[src/rtl/mem_port_arbiter.sv]
// Shares the single-port data RAM between the CPU datapath and a host requester,
// stalling the CPU one cycle per host access. Optional MEM_ARB_STARVE_GUARD_EN bounds host wait.
module mem_port_arbiter #(
    parameter int MAX_WAIT = 4,
    parameter int WAIT_W   = $clog2(MAX_WAIT + 1)
) (
    input  logic       i_clk,
    input  logic       i_reset,
    input  logic       i_run_en,
    input  logic       i_cpu_mem_read,
    input  logic       i_cpu_mem_write,
    input  logic [7:0] i_cpu_addr,
    input  logic [7:0] i_cpu_wdata,
    output logic [7:0] o_cpu_rdata,
    output logic       o_cpu_en,
    input  logic       i_host_req,
    input  logic       i_host_we,
    input  logic [7:0] i_host_addr,
    input  logic [7:0] i_host_wdata,
    output logic       o_host_gnt,
    output logic       o_host_done,
    output logic [7:0] o_host_rdata,
    output logic [7:0] o_ram_addr,
    output logic [7:0] o_ram_wdata,
    output logic       o_ram_read,
    output logic       o_ram_write,
    input  logic [7:0] i_ram_rdata
);

    typedef enum logic [1:0] {
        ST_RUN   = 2'd0,
        ST_HOST  = 2'd1,
        ST_GUARD = 2'd2
    } state_t;

    state_t            r_state;
    logic [7:0]        r_host_rdata;
    logic [WAIT_W-1:0] w_wait_cnt;
    logic              w_starve;
    logic              w_cpu_uses_mem;
    logic              w_take_host;
    logic              w_in_host;

    // Holding reset low masks the HOST state so an in-flight host access is aborted.
    assign w_in_host      = (r_state == ST_HOST) && i_reset;
    assign w_cpu_uses_mem = i_cpu_mem_read || i_cpu_mem_write;
    assign w_starve       = (w_wait_cnt == WAIT_W'(MAX_WAIT));
    assign w_take_host    = i_host_req && (!i_run_en || !w_cpu_uses_mem || w_starve);

    assign o_cpu_en     = i_reset && !w_in_host && i_run_en;
    assign o_host_gnt   = w_in_host;
    assign o_host_done  = w_in_host;
    assign o_host_rdata = r_host_rdata;
    assign o_cpu_rdata  = i_ram_rdata;
    assign o_ram_addr   = w_in_host ? i_host_addr  : i_cpu_addr;
    assign o_ram_wdata  = w_in_host ? i_host_wdata : i_cpu_wdata;
    assign o_ram_read   = w_in_host ? !i_host_we   : (i_cpu_mem_read  && o_cpu_en);
    assign o_ram_write  = w_in_host ?  i_host_we   : (i_cpu_mem_write && o_cpu_en);

    always_ff @(posedge i_clk) begin
        if (!i_reset) begin
            r_state      <= ST_RUN;
            r_host_rdata <= 8'h00;
        end else begin
            case (r_state)
                ST_RUN: begin
                    if (w_take_host) begin
                        r_state <= ST_HOST;
                    end
                end
                ST_HOST: begin
                    r_state <= ST_GUARD;
                    if (!i_host_we) begin
                        r_host_rdata <= i_ram_rdata;
                    end
                end
                ST_GUARD: r_state <= ST_RUN;
                default:  r_state <= ST_RUN;
            endcase
        end
    end

`ifdef MEM_ARB_STARVE_GUARD_EN
    logic [WAIT_W-1:0] r_wait_cnt;

    // Counts RUN cycles a request has been refused; saturates so the grant condition stays true.
    always_ff @(posedge i_clk) begin
        if (!i_reset) begin
            r_wait_cnt <= '0;
        end else begin
            case (r_state)
                ST_RUN: begin
                    if (i_host_req && !w_take_host && !w_starve) begin
                        r_wait_cnt <= r_wait_cnt + WAIT_W'(1);
                    end
                end
                ST_HOST: r_wait_cnt <= '0;
                default: r_wait_cnt <= r_wait_cnt;
            endcase
        end
    end

    assign w_wait_cnt = r_wait_cnt;
`else
    assign w_wait_cnt = '0;
`endif

endmodule

[config.mk]
export PLATFORM = sky130hd
export DESIGN_NAME = mem_port_arbiter
export DESIGN_NICKNAME = d
export VERILOG_FILES = /design/src/rtl/mem_port_arbiter.sv
export SDC_FILE = /design/constraint.sdc
export NUM_CORES = 1
export LEC_CHECK = 0
export ABC_AREA = 1
export CORE_MARGIN = 10
export CORE_UTILIZATION = 29
export DETAILED_ROUTE_END_ITERATION = 10
export GPL_ROUTABILITY_DRIVEN = 0
export HOLD_SLACK_MARGIN = 0.05
export PLACE_DENSITY = 0.84
export SYNTH_ARGS = -nofsm -noshare
export SYNTH_HDL_FRONTEND = slang
export SYNTH_SLANG_ARGS = --single-unit
[constraint.sdc]
create_clock -name i_clk -period 3.35 [get_ports i_clk]
set_clock_uncertainty 0.05 [all_clocks]
set_input_delay 1.005 -clock i_clk [delete_from_list [all_inputs] [get_ports i_clk]]
set_output_delay 1.005 -clock i_clk [all_outputs]
set_load 0.01 [all_outputs]
==> results.sh, run 1 <==
export IMPL_synth_compound_gate_area_share_pct=2.34
export IMPL_cts_tree="yes"
export IMPL_yosys_warnings=0
export IMPL_clk_pin_slew_ns=0.07
export IMPL_cts_sinks=10
export IMPL_root_buffer="clkbuf_4"
export IMPL_worstPathArrival_ns=2.20
export IMPL_yosysTopAreaCellShare_pct=32.6
export IMPL_drtAntennaViolNets=0
export IMPL_ctsHoldBuffers=0
export IMPL_numCtsBuffers=3
export IMPL_crit_path_top_delay_cell="clkdlybuf4s50_1"
export IMPL_slew_violations=0
export IMPL_antenna_found_initial=0
export IMPL_slew_headroom_pct=80.3
export IMPL_synth_cell_types=14
export IMPL_synth_top_family_by_area="simple AND/OR/NAND/NOR gates"
export IMPL_leakage_uw=0.000794
export IMPL_period_share_pct=97.2
export IMPL_coreArea_um2=2480
export IMPL_synth_area_leaders="nand2_1 33%, dfxtp_1 27%, buf_4 10%"
export IMPL_muxShareOfSynthArea_pct=0
export IMPL_htree_num_levels=1
export IMPL_netlist_instances=129
export IMPL_fin_cells=237
export IMPL_vdd_ir_drop_worst_mv=0.170
export IMPL_area_delta_synth_final_pct=113
export IMPL_drc=0
export IMPL_status="complete, no violations"
export IMPL_synth_most_common_cell="nand2_1"
export IMPL_fmaxAchievable_ghz=0.307
export IMPL_grt_use_total_pct=11.2
export IMPL_die_h_um=70.8
export IMPL_overflow=0
export IMPL_timing_final_crit_period_ns=3.26
export IMPL_grt_pass1_wl_um=4730
export IMPL_end_kind="output port"
export IMPL_ys_ff_latch=10
export IMPL_dp_slack_ns=-0.238
export IMPL_async_flop_share_pct=0
export IMPL_yosys_area_share_adder_pct=0
export IMPL_routed_via_count=984
export IMPL_holdWs_ns=0.463
export IMPL_io_buffers=83
export IMPL_start_util_pct=30.2
export IMPL_worst_pin_slew_ns=0.295
export IMPL_power_density_nw_per_um2=246
export IMPL_grt_max_degree=19
export IMPL_required_ns=2.29
export IMPL_fin_ws_ns=0.0930
export IMPL_finalSetupViolCount=0
export IMPL_syn_area_per_cell_um2=5.80
export IMPL_tns_ns=0
export IMPL_crit_path_max_incr_delay_ns=0.55
export IMPL_post_place_cells=232
export IMPL_dieArea_um2=5010
export IMPL_cap_violations=0
export IMPL_ys_seq_area_share_pct=26.8
export IMPL_placed_cell_area_um2=1520
export IMPL_ios=84
export IMPL_hp_class="reg2reg"
export IMPL_cp_start_kind="input port"
export IMPL_stdcell_area_um2=1600
export IMPL_routed_via_density=4.15
export IMPL_rsz0062_at_grt="false"
export IMPL_drive_above_1_share_pct=7.73
export IMPL_clock_path_buffers=2
export IMPL_die_w_um=70.8
export IMPL_grt_pass1_vias=1048
export IMPL_critical_path_cell_chain="dlygate4sd2_1 -> nand2_4 -> buf_8 -> nand2_1 -> nand2_1 -> clkdlybuf4s50_1"
export IMPL_clkLatencyLatePin_ns=0.26
export IMPL_fillers=226
export IMPL_synth_area_leader_cell="nand2_1"
export IMPL_num_rows=18
export IMPL_syn_nets=176
export IMPL_dominantRegCellSynth="dfxtp_1"
export IMPL_path_class="in2out"
export IMPL_postCtsSetupBuffers=0
export IMPL_wl_um=2900
export IMPL_wire_per_inst_um=12.2
export IMPL_worstPathMaxFanout=9
export IMPL_dr_first_iter_drc_count=34
export IMPL_syn_area_um2=748
export IMPL_hpwl_um=2440
export IMPL_nets=255
export IMPL_netlist_top_cells_count="65 x nand2_1, 18 x nor2_1, 11 x inv_1, 10 x buf_4, 10 x dfxtp_1"
export IMPL_hold_viol=0
export IMPL_cpMostUsedCell="nand2_1"
export IMPL_antenna_cells=0
export IMPL_synth_enable_flop_cells=0
export IMPL_dr_pass1_iters=2
export IMPL_synth_xor_area_share_pct=0
export IMPL_yosys_area_share_simple_pct=47.8
==> placed cells by master, fill, tap and decap left out, types with 2 or more instances in the layout <==
master and instances:
nor2_1 18, clkbuf_4 3, buf_4 3, dlygate4sd2_1 11, nand2_2 2, nand2_1 65, o21ai_0 2, dfxtp_1 10
clkdlybuf4s50_1 72, inv_1 11
==> final cells by class <==
| type | instances | area [um^2] | share of cell area (%) |
|---|---|---|---|
| inverter | 13 | 53.8 | 3.37 |
| sequential | 10 | 200 | 12.5 |
| timing repair buffer | 88 | 887 | 55.6 |
| multi-input combinational | 92 | 380 | 23.8 |
| tap | 30 | 37.5 | 2.35 |
| clock buffer | 4 | 36.3 | 2.27 |
==> kinds of logic after synthesis <==
kind of cell    after synthesis
compound gates                3
flops                        10
buf+inv                      27
simple gates                 89
==> metal layers <==
layer | global-route usage [%] | part of all wire, % | up-vias
met4 | 5.16 | 2.2 | 0
met5 | 0 | 0 | -
met3 | 6.56 | 13 | 6
met2 | 20.4 | 50 | 46
li1 | - | - | 526
met1 | 9.65 | 35 | 406
==> stage by stage <==
stage                     utilization [%]  power, uW
final                                64.4        393
after global routing                 64.4        419
after CTS                            64.4        399
after detailed placement             61.5        290
after global placement               61.5        290
after floorplan                         -        187
==> repair_timing <==
action / 4_1_cts / 5_1_grt
setup endpoints to repair: 21 / 0
hold endpoints to repair: 0 / 0
resized for setup: 16 / 0
==> sequential cells by signal (all words and copies together), names as in the netlist <==
name	cells
o_host_rdata	8
r_state	2
==> report_power, final <==
part	total, uW	internal (uW)	switching, uW
clock network	108	66.0	42.4
logic	158	101	56.8
registers	127	124	2.75
==> worst max-delay path: cells and delay by family <==
family / cells / cell delay, ns
buffers and inverters: 3 / 0.97
and+or+nand+nor: 3 / 0.23
==> path summary, 6_finish.rpt <==
kind / from / to / slack (ns) / depth (start not counted)
min reg2reg: o_host_rdata[5] / o_host_rdata[5] / 0.46 / 4
max reg2reg: r_state[0] / r_state[1] / 2.29 / 5
max: i_reset / o_ram_wdata[7] / 0.09 / 6
min: o_host_rdata[5] / o_host_rdata[5] / 0.46 / 4
Power figures use the tool's default switching activity.
==> run 2: changes to the inputs <==
--- a/config.mk
+++ b/config.mk
@@ -9,7 +9,6 @@
 export CORE_MARGIN = 10
 export CORE_UTILIZATION = 29
 export DETAILED_ROUTE_END_ITERATION = 10
-export GPL_ROUTABILITY_DRIVEN = 0
 export HOLD_SLACK_MARGIN = 0.05
 export PLACE_DENSITY = 0.84
 export SYNTH_ARGS = -nofsm -noshare
==> results of run 2 <==
No change in the layout: final DEF, timing and power equal those of run 1.
